[src/rtl/imem_rr_arbiter_if.sv]
// Bundle of the two requester ports and the instruction-memory port.
// The slave modport belongs to the arbiter; master is the requester/memory side.
interface imem_rr_arbiter_if #(
    parameter int AW = 6
);
    logic          m0_req;
    logic [31:0]   m0_addr;
    logic          m0_gnt;
    logic          m0_rvalid;
    logic [31:0]   m0_rdata;
    logic          m0_err;

    logic          m1_req;
    logic [31:0]   m1_addr;
    logic          m1_gnt;
    logic          m1_rvalid;
    logic [31:0]   m1_rdata;
    logic          m1_err;

    logic          mem_en;
    logic [AW-1:0] mem_addr;
    logic [31:0]   mem_rdata;

    modport slave (
        input  m0_req, m0_addr, m1_req, m1_addr, mem_rdata,
        output m0_gnt, m0_rvalid, m0_rdata, m0_err,
        output m1_gnt, m1_rvalid, m1_rdata, m1_err,
        output mem_en, mem_addr
    );

    modport master (
        output m0_req, m0_addr, m1_req, m1_addr, mem_rdata,
        input  m0_gnt, m0_rvalid, m0_rdata, m0_err,
        input  m1_gnt, m1_rvalid, m1_rdata, m1_err,
        input  mem_en, mem_addr
    );
endinterface

[src/rtl/imem_rr_arbiter.sv]
// Round-robin arbiter sharing one synchronous instruction memory between
// CPU fetch (port 0) and debug readback (port 1), with range-checked addresses.
module imem_rr_arbiter #(
    parameter int SIZE       = 64,
    parameter int RD_LATENCY = 1
) (
    input logic              clk,
    input logic              rst,
    imem_rr_arbiter_if.slave bus
);
    localparam int AW = (SIZE > 1) ? $clog2(SIZE) : 1;

    logic                  last_gnt_q, last_gnt_d;
    logic                  gnt0, gnt1, any_gnt, in_range;
    logic [31:0]           sel_addr;
    logic [RD_LATENCY-1:0] vld_q, vld_d;
    logic [RD_LATENCY-1:0] id_q, id_d;
    logic [RD_LATENCY-1:0] err_q, err_d;
    logic                  rsp_vld, rsp_id, rsp_err;

    // Under contention the port that did not win last time gets the grant.
    always_comb begin
        gnt0       = bus.m0_req & (~bus.m1_req | last_gnt_q);
        gnt1       = bus.m1_req & (~bus.m0_req | ~last_gnt_q);
        any_gnt    = gnt0 | gnt1;
        sel_addr   = gnt1 ? bus.m1_addr : bus.m0_addr;
        in_range   = sel_addr < 32'(SIZE);
        last_gnt_d = any_gnt ? gnt1 : last_gnt_q;
    end

    assign bus.m0_gnt   = gnt0;
    assign bus.m1_gnt   = gnt1;
    assign bus.mem_en   = any_gnt & in_range;
    assign bus.mem_addr = (any_gnt & in_range) ? sel_addr[AW-1:0] : '0;

    // Tag pipeline is exactly as deep as the memory latency, so the last
    // stage lines up with the matching mem_rdata word.
    genvar gi;
    generate
        for (gi = 0; gi < RD_LATENCY; gi++) begin : g_stage
            if (gi == 0) begin : g_head
                assign vld_d[gi] = any_gnt;
                assign id_d[gi]  = gnt1;
                assign err_d[gi] = any_gnt & ~in_range;
            end else begin : g_shift
                assign vld_d[gi] = vld_q[gi-1];
                assign id_d[gi]  = id_q[gi-1];
                assign err_d[gi] = err_q[gi-1];
            end
        end
    endgenerate

    always_ff @(posedge clk or posedge rst) begin
        if (rst) begin
            last_gnt_q <= 1'b1;
            vld_q      <= '0;
            id_q       <= '0;
            err_q      <= '0;
        end else begin
            last_gnt_q <= last_gnt_d;
            vld_q      <= vld_d;
            id_q       <= id_d;
            err_q      <= err_d;
        end
    end

    assign rsp_vld = vld_q[RD_LATENCY-1];
    assign rsp_id  = id_q[RD_LATENCY-1];
    assign rsp_err = err_q[RD_LATENCY-1];

    assign bus.m0_rvalid = rsp_vld & ~rsp_id;
    assign bus.m0_err    = rsp_vld & ~rsp_id & rsp_err;
    assign bus.m0_rdata  = (rsp_vld & ~rsp_id & ~rsp_err) ? bus.mem_rdata : 32'h0;

    assign bus.m1_rvalid = rsp_vld & rsp_id;
    assign bus.m1_err    = rsp_vld & rsp_id & rsp_err;
    assign bus.m1_rdata  = (rsp_vld & rsp_id & ~rsp_err) ? bus.mem_rdata : 32'h0;
endmodule
[src/flat_wrapper.sv]
// flat-port wrapper written by rule: the top's interface ports become plain ports
module imem_rr_arbiter_flat 
#(
    parameter int SIZE       = 64,
    parameter int RD_LATENCY = 1
)
  (clk, rst, bus_m0_req, bus_m0_addr, bus_m1_req, bus_m1_addr, bus_mem_rdata, bus_m0_gnt, bus_m0_rvalid, bus_m0_rdata, bus_m0_err, bus_m1_gnt, bus_m1_rvalid, bus_m1_rdata, bus_m1_err, bus_mem_en, bus_mem_addr);
  imem_rr_arbiter_if bus_i ();
  input logic clk;
  input logic rst;
  input wire logic [$bits(bus_i.m0_req)-1:0] bus_m0_req;
  input wire logic [$bits(bus_i.m0_addr)-1:0] bus_m0_addr;
  input wire logic [$bits(bus_i.m1_req)-1:0] bus_m1_req;
  input wire logic [$bits(bus_i.m1_addr)-1:0] bus_m1_addr;
  input wire logic [$bits(bus_i.mem_rdata)-1:0] bus_mem_rdata;
  output wire logic [$bits(bus_i.m0_gnt)-1:0] bus_m0_gnt;
  output wire logic [$bits(bus_i.m0_rvalid)-1:0] bus_m0_rvalid;
  output wire logic [$bits(bus_i.m0_rdata)-1:0] bus_m0_rdata;
  output wire logic [$bits(bus_i.m0_err)-1:0] bus_m0_err;
  output wire logic [$bits(bus_i.m1_gnt)-1:0] bus_m1_gnt;
  output wire logic [$bits(bus_i.m1_rvalid)-1:0] bus_m1_rvalid;
  output wire logic [$bits(bus_i.m1_rdata)-1:0] bus_m1_rdata;
  output wire logic [$bits(bus_i.m1_err)-1:0] bus_m1_err;
  output wire logic [$bits(bus_i.mem_en)-1:0] bus_mem_en;
  output wire logic [$bits(bus_i.mem_addr)-1:0] bus_mem_addr;
  assign bus_i.m0_req = bus_m0_req;
  assign bus_i.m0_addr = bus_m0_addr;
  assign bus_i.m1_req = bus_m1_req;
  assign bus_i.m1_addr = bus_m1_addr;
  assign bus_i.mem_rdata = bus_mem_rdata;
  assign bus_m0_gnt = bus_i.m0_gnt;
  assign bus_m0_rvalid = bus_i.m0_rvalid;
  assign bus_m0_rdata = bus_i.m0_rdata;
  assign bus_m0_err = bus_i.m0_err;
  assign bus_m1_gnt = bus_i.m1_gnt;
  assign bus_m1_rvalid = bus_i.m1_rvalid;
  assign bus_m1_rdata = bus_i.m1_rdata;
  assign bus_m1_err = bus_i.m1_err;
  assign bus_mem_en = bus_i.mem_en;
  assign bus_mem_addr = bus_i.mem_addr;
  imem_rr_arbiter #(.SIZE(SIZE), .RD_LATENCY(RD_LATENCY)) u_core (.clk(clk), .rst(rst), .bus(bus_i));
endmodule
[config.mk]
export PLATFORM = sky130hd
export DESIGN_NAME = imem_rr_arbiter_flat
export DESIGN_NICKNAME = d
export VERILOG_FILES = /design/src/rtl/imem_rr_arbiter_if.sv /design/src/rtl/imem_rr_arbiter.sv /design/src/flat_wrapper.sv
export SDC_FILE = /design/constraint.sdc
export NUM_CORES = 1
export LEC_CHECK = 0
export ABC_AREA = 1
export ABC_CLOCK_PERIOD_IN_PS = 4100
export CORE_MARGIN = 4
export CORE_UTILIZATION = 21
export DETAILED_ROUTE_END_ITERATION = 10
export PLACE_DENSITY_LB_ADDON = 0.05
export SLEW_MARGIN = 20
export SYNTH_ARGS = -nofsm -noshare
export SYNTH_HDL_FRONTEND = slang
export SYNTH_SLANG_ARGS = --single-unit
export TNS_END_PERCENT = 100
[constraint.sdc]
create_clock -name clk -period 4.1 [get_ports clk]
set_clock_uncertainty 0.2 [all_clocks]
set_input_delay 0.82 -clock clk [delete_from_list [all_inputs] [get_ports clk]]
set_output_delay 0.82 -clock clk [all_outputs]
set_load 0.02 [all_outputs]
### Word level (Yosys, flattened, before mapping)

Cells that the tools add are included.

| storage, ports and cells | value |
|---|---|
| flip-flop bits (word level) | 4 |
| word-level logic and storage cells | 28 |
| bits of input ports | 100 |
| output and inout bits | 77 |

| operators by class | value |
|---|---|
| bitwise operators | 19 |
| magnitude comparators | 1 |
| muxes and demuxes | 4 |

Operators with widths:

| operator | count |
|---|---|
| 32-bit two-way mux | 3 |
| 32-bit by 7-bit < comparator with 1-bit output, second input constant | 1 |
| 1-bit bitwise AND | 10 |
| 6-bit two-way mux | 1 |
| 1-bit inverter | 6 |
| 1-bit bitwise OR | 3 |

### Depth between registers and ports, before layout

Gate-level depths: netlist (run 1).

| depth | value |
|---|---|
| word-level depth | 7 |
| depth in mapped cells | 8 |
| depth with buffers taken out | 8 |

### Least setup slack after synthesis (run 1)

Ideal clock, no wire load.

| timing | value |
|---|---|
| path kind | in2out |
| start | in bus_m0_req |
| end | out bus_mem_addr[0] |
| stages on the path | 7 |
| arrival time | 1723 ps |
| path buffers | 0 |
| required time | 3080 ps |
| slack | 1357 ps |
| path through | nand2_2 nand2_4 inv_4 nor2_1 nor2_2 nand3_4 nor2_1 |

| between the ends | value |
|---|---|
| cells in the longest elaborated chain, start to end | 7 |
| elaborated cells between the ends (all ways) | 9 |
| those cells by class | order compare (1); mux (2); bitwise (6) |

Ends and longest elaborated chain:

| item | RTL line | RTL |
|---|---|---|
| from (decl) | flat_wrapper.sv:11 | `input wire logic [$bits(bus_i.m0_req)-1:0] bus_m0_req;` |
| 1-bit inverter * | imem_rr_arbiter.sv:24 | `gnt1 = bus.m1_req & (~bus.m0_req \| ~last_gnt_q);` |
| 1-bit bitwise OR * | imem_rr_arbiter.sv:24 |  |
| 1-bit bitwise AND * | imem_rr_arbiter.sv:24 |  |
| net bus_m1_gnt | flat_wrapper.sv:20 | `output wire logic [$bits(bus_i.m1_gnt)-1:0] bus_m1_gnt;` |
| 32-bit two-way mux | imem_rr_arbiter.sv:26 | `sel_addr = gnt1 ? bus.m1_addr : bus.m0_addr;` |
| 32-bit by 7-bit < comparator with 1-bit output | imem_rr_arbiter.sv:27 | `in_range = sel_addr < 32'(SIZE);` |
| 1-bit bitwise AND | imem_rr_arbiter.sv:34 | `assign bus.mem_addr = (any_gnt & in_range) ? sel_addr[AW-1:0] : '0;` |
| 6-bit two-way mux * | imem_rr_arbiter.sv:34 |  |
| to (decl) | flat_wrapper.sv:25 | `output wire logic [$bits(bus_i.mem_addr)-1:0] bus_mem_addr;` |

The timed path passes the listed nets; every way through them passes the cells marked *.

### Final worst setup path (run 1)

| timing | value |
|---|---|
| start | in bus_m1_req |
| end | out bus_mem_addr[4] |

| between the ends | value |
|---|---|
| cells in the longest elaborated chain, start to end | 6 |
| elaborated cells between the ends (all ways) | 9 |
| those cells by class | order compare (1); mux (2); bitwise (6) |

Ends and longest elaborated chain:

| item | RTL line | RTL |
|---|---|---|
| from (decl) | flat_wrapper.sv:13 | `input wire logic [$bits(bus_i.m1_req)-1:0] bus_m1_req;` |
| branches (longest 5 deep; another with 32-bit by 7-bit < comparator with 1-bit output) | -- |  |
| 6-bit two-way mux * | imem_rr_arbiter.sv:34 |  |

Mark *: on every way between the ends.

==> results of run 1 <==
[power by group through the flow]
| stage | combinational (mW) | clock [mW] | sequential, mW |
|---|---|---|---|
| floorplan | 0.0773 | 0 | 0.0449 |
| global placement | 0.219 | 0 | 0.0454 |
| detailed placement | 0.221 | 0 | 0.0455 |
| CTS | 0.222 | 0.0901 | 0.0451 |
| global route | 0.238 | 0.0942 | 0.0453 |
| finish | 0.220 | 0.0863 | 0.0450 |
[cell families (layout without fill, tap and decap cells)]
family	after synthesis	after routing
AO/OA/AOI/OAI	2	2
AND/OR/NAND/NOR	150	150
buffers and inverters	53	229
flip-flops	4	4
[cell type report]
type	count	area share [%]
Tap cell	50	2.25
Clock buffer	4	1.62
Inverter	47	6.42
Timing Repair Buffer	178	63.8
Multi-Input combinational cell	152	22.3
Sequential cell	4	3.64
[layer usage]
metal  GRT usage (%)  share of wire, %  wire length (um)  vias up
met2            30.9                52              2590       97
met1            17.4                35              1730      711
met5               0                 0                 0        -
met4            5.14               1.9                95        0
met3            4.59                11               560        6
li1                -                 -                 -      935
[state kept, by name (all words and copies together), names as in the netlist]
name	count
u_core.err_q	1
u_core.rsp_vld	1
u_core.last_gnt_q	1
u_core.id_q	1
[worst min-delay path, delay by kind of cell (launching register included)]
| family | cells | cell delay [ps] |
|---|---|---|
| DFF | 1 | 370 |
| and+or+nand+nor | 2 | 100 |
[layout by cell type, fill, tap and decap left out]
| master | count |
|---|---|
| o21ai_0 | 1 |
| nand3_4 | 1 |
| nand2_1 | 33 |
| clkbuf_1 | 1 |
| nand3_1 | 4 |
| clkbuf_8 | 3 |
| inv_2 | 1 |
| nand2_4 | 1 |
| buf_4 | 2 |
| dfrtp_1 | 3 |
| nand2_2 | 2 |
| dfstp_2 | 1 |
| nor3_1 | 2 |
| inv_1 | 45 |
| a21oi_1 | 1 |
| nor2_1 | 103 |
| inv_4 | 1 |
| clkdlybuf4s50_1 | 176 |
| nor2_2 | 3 |
| nand3_2 | 1 |
[worst paths after layout]
| path | endpoint | from |
|---|---|---|
| worst max-delay path | bus_mem_addr[4] | bus_m1_req |
| worst min-delay path | u_core.last_gnt_q | u_core.last_gnt_q |
| worst max register to register | u_core.err_q | u_core.last_gnt_q |
| worst min register to register | u_core.last_gnt_q | u_core.last_gnt_q |
| max in group asynchronous | u_core.last_gnt_q | rst |
| min in group asynchronous | u_core.err_q | rst |
[per-stage QoR]
stage	utilization (%)	power (mW)	worst slack (ps)	cells
floorplan	-	0.122	1360	209
global placement	66.1	0.265	449	431
global route	67.2	0.377	301	435
detailed placement	66.1	0.267	418	431
finish	67.2	0.351	417	435
CTS	67.2	0.357	400	435
[synth_stat cells (all sizes together)]
cell	count	area (sq um)
a21oi	1	5.00
buf	2	10.0
nand2	36	148
dfrtp	3	75.1
inv	47	179
nor2	106	405
clkbuf	4	15.0
nor3	2	10.0
o21ai	1	5.00
nand3	6	47.6
dfstp	1	26.3
==> results.json, run 1 <==
{
  "p_clk_share_pct": 24.6,
  "drc": 0,
  "slowest_delay_ps": 620,
  "peakVddDrop_v": 0.0000861,
  "worst-r2r-cell-count": 6,
  "timing.fmax_mhz": 272,
  "clk-insertion-delay-late_ps": 210,
  "min_path_cells": 2,
  "wirelength_um": 4980,
  "n_antenna_cell": 0,
  "grt.overflow.total": 0,
  "multi_input_area_sq_um": 621,
  "cts_setup_buffers": 0,
  "comb_power_share_pct": 62.6,
  "cp-end-kind": "output port",
  "clk_pin_slew_ps": 30,
  "port_buffers": 176,
  "dp_hpwl_um": 4500,
  "clock-sinks": 4,
  "rsz0062_at_grt": "false",
  "viasPerCell": 4.02,
  "num_rows": 23,
  "synth_area_per_cell_sq_um": 4.43,
  "hold_path.class": "reg2reg",
  "critPathMaxFanout": 10,
  "tightest_slew_ps": 449,
  "crit_family": "buffers and inverters",
  "start_util_pct": 22.3,
  "cts_tree": "built",
  "fin_setup_tns_ps": 0,
  "fin_hold_ws_ps": 275,
  "maxSlewViolCount": 0,
  "cts.htree.levels": 1,
  "cts.path.max_buffers": 2,
  "grt_pass1_vias": 1606,
  "track_usage_pct": 16.4,
  "finalSetupViolCount": 0,
  "fin_crit_sh_pct": 89.8,
  "dpl_cell_area_sq_um": 2740,
  "ys_seq_elements": 4,
  "finalHoldViolations": 0,
  "die_w_um": 74.4,
  "synth_xor_area_share_pct": 0,
  "path_buf_inv": 3,
  "routabilityCongestion": 0.817,
  "boundaryPins": 177,
  "fillers": 395,
  "root_buffer": "clkbuf_8",
  "die-area_sq_um": 5540,
  "syn_to_final_growth_pct": 201,
  "power.switching_mw": 0.109,
  "cp.required_ps": 3080,
  "synth_simple_gate_area_share_pct": 65.9,
  "first_iter_violations": 46,
  "synthMuxAreaShare_pct": 0,
  "switching_share_pct": 31.1,
  "crit_path_top_delay_cell": "clkdlybuf4s50_1",
  "netlist_instances": 209,
  "synth_area_sq_um": 926,
  "post-route-min-period_ps": 3680,
  "vias": 1749,
  "power_frac_seq_pct": 12.8,
  "drv_cap": 0,
  "relSlewSlack_pct": 70.0,
  "worstPathArrival_ps": 2660,
  "synthAdderAreaFrac_pct": 0,
  "die_h_um": 74.4,
  "status": "finished clean",
  "dr.pass1.iters": 4,
  "coreArea_sq_um": 4140,
  "r2r_slack_ps": 2680,
  "synth-compound-area-share_pct": 1.08,
  "antenna_found_initial": 0,
  "drt-wirelength-per-cell_um": 11.4,
  "synth_warnings": 0,
  "internal_power_mw": 0.242,
  "startpoint_type": "input pin",
  "numCtsBuffers": 3,
  "ant_nets": 0,
  "pwr_density_cell_nw_per_um2": 126,
  "p_leak_nw": 1.30,
  "post_cts_resized": 0,
  "grt_pass1_wl_um": 7220,
  "ys_types": 18,
  "ys_seq_area_share_pct": 10.9,
  "cts-hold-fix-buffers": 0,
  "synth_nets": 309,
  "drive_above_1_share_pct": 4.16,
  "nNetsFinal": 486,
  "path_cells": "clkdlybuf4s50_1 -> nand2_4 -> inv_4 -> nor2_1 -> nor2_2 -> nand3_4 -> nor2_1 -> clkdlybuf4s50_1",
  "path_class": "in2out",
  "final_area_sq_um": 2790,
  "path_depth": 8,
  "synth_top_family_by_area": "simple AND/OR/NAND/NOR gates",
  "register_area_sq_um": 101,
  "grt_max_degree": 33
}
Note: power is estimated with default switching activity, not from simulation.
==> run 2: changes to the inputs <==
Settings changed: GPL_ROUTABILITY_DRIVEN set to 0.
==> results of run 2 <==
The final DEF is identical to that of run 1; final timing and power are the same.
==> run 3: changes to the inputs <==
Settings changed: PLACE_DENSITY set to 0.86, PLACE_DENSITY_LB_ADDON 0.05 to not set.
==> run 3 against run 2 <==
Routed wire length rose by 3.6%. Critical endpoint is now bus_mem_addr[5]. Highest routed layer unchanged. Flip-flop and latch count did not move. Utilization fell by 0.30 points. Clock power rose by 1%. Largest cell class unchanged. Count of clock-buffer cells in the layout did not move. Design area fell by 0.45%.
==> results.json, run 3 (synthesis gave the netlist of run 1 again) <==
{
  "grt.overflow.total": 0,
  "min-delay-start": "u_core.last_gnt_q",
  "post-place-ws_ps": 369,
  "die_h_um": 74.4,
  "r2r_slack_ps": 2690,
  "final_area_sq_um": 2770,
  "rsz0062_at_grt": "false",
  "finalHoldViolations": 0,
  "maxSlewViolCount": 0,
  "n_antenna_cell": 0,
  "min_path_cells": 2,
  "num_rows": 23,
  "timing.rr.end": "u_core.err_q",
  "fillers": 373,
  "holdPathEnd": "u_core.last_gnt_q",
  "root_buffer": "clkbuf_8",
  "timing.fmax_mhz": 268,
  "drive_above_1_share_pct": 3.92,
  "nNetsFinal": 484,
  "relSlewSlack_pct": 33.4,
  "die-area_sq_um": 5540,
  "post-route-min-period_ps": 3730,
  "finalSetupViolCount": 0,
  "start_util_pct": 22.3,
  "hold_path.class": "reg2reg",
  "critPathMaxFanout": 7,
  "pwr_density_cell_nw_per_um2": 128,
  "worst-r2r-cell-count": 6,
  "multi_input_area_sq_um": 623,
  "startpoint_type": "input pin",
  "dp_hpwl_um": 4730,
  "viasPerCell": 4.06,
  "boundaryPins": 177,
  "status": "finished clean",
  "coreArea_sq_um": 4140,
  "drt-wirelength-per-cell_um": 11.9,
  "peakVddDrop_v": 0.000118,
  "drv_cap": 0,
  "tightest_slew_ps": 996,
  "fin_cells": 433,
  "clk_pin_slew_ps": 30,
  "cts.htree.levels": 1,
  "cts_setup_buffers": 0,
  "p_leak_nw": 1.29,
  "antenna_found_initial": 0,
  "dpl_cell_area_sq_um": 2730,
  "grt_pass1_wl_um": 7370,
  "post_cts_resized": 0,
  "reg2reg_from": "u_core.last_gnt_q",
  "drc": 0,
  "layout_common_cells": "176 x clkdlybuf4s50_1, 103 x nor2_1, 45 x inv_1",
  "layout_setup_ws_ps": 373,
  "vias": 1759,
  "layout.cells.most_common": "clkdlybuf4s50_1",
  "register_area_sq_um": 101,
  "grt_max_degree": 33,
  "cts.path.max_buffers": 2,
  "cp-end-kind": "output port",
  "worstPathArrival_ps": 2710,
  "startpoint": "bus_m1_req",
  "grt_pass1_vias": 1760,
  "path_class": "in2out",
  "clock-sinks": 4,
  "numCtsBuffers": 3,
  "fin_setup_tns_ps": 0,
  "syn_to_final_growth_pct": 199,
  "dr.pass1.iters": 3,
  "fin_crit_sh_pct": 90.9,
  "track_usage_pct": 16.9,
  "ant_nets": 0,
  "die_w_um": 74.4,
  "cts_tree": "built",
  "port_buffers": 176,
  "place_inst": 429,
  "wirelength_um": 5150,
  "fin_hold_ws_ps": 270,
  "cts-hold-fix-buffers": 0,
  "cp.required_ps": 3080,
  "clk-insertion-delay-late_ps": 210,
  "first_iter_violations": 31
}
run 3: changes by cell type in the layout (fill, tap and decap cells not counted), sizes merged:
cell | previous run | this run
buf | 2 | 0
run 3: power by group:
group          switching, mW  leakage [nW]  internal [mW]
Combinational         0.0897          1.23          0.132
Sequential           0.00179        0.0426         0.0432
Clock                 0.0208        0.0228         0.0665
Total                  0.112          1.29          0.241
run 3: how the worst max path moves through the flow:
stage / cells after the start / endpoint
after floorplan: 7 / bus_mem_addr[0]
after global placement: 10 / bus_mem_addr[2]
after detailed placement: 10 / bus_mem_addr[2]
after CTS: 10 / bus_mem_addr[2]
after global routing: 10 / bus_mem_addr[1]
final: 10 / bus_mem_addr[5]
run 3: area by class of cell:
cell class / instances / share of cell area (%)
multi-input combinational: 152 / 22.5
timing repair buffer: 176 / 63.5
clock buffer: 4 / 1.62
inverter: 47 / 6.45
tap: 50 / 2.26
sequential: 4 / 3.66
run 3: per-stage QoR:
step	util (%)	total power [mW]
floorplan	-	0.122
detailed placement	65.8	0.269
finish	66.9	0.354
global route	66.9	0.377
global placement	65.8	0.265
CTS	66.8	0.358
run 3: layer usage:
layer	share of wire (%)	global-route usage, %	vias to the layer above	routed length (um)
met5	0	0	-	0
met4	0.49	2.37	0	25
met3	13	5.41	4	679
met2	54	35.8	106	2780
met1	32	15.5	716	1670
li1	-	-	933	-
run 3: critical path, stage by stage:
cell and delay (ps):
clkdlybuf4s50_1 550, inv_2 60, nor2_2 70, nand2_1 70, nor2_2 100, nand3_2 70
nand2_2 110, nand3_4 110, nor2_1 120, clkdlybuf4s50_1 610
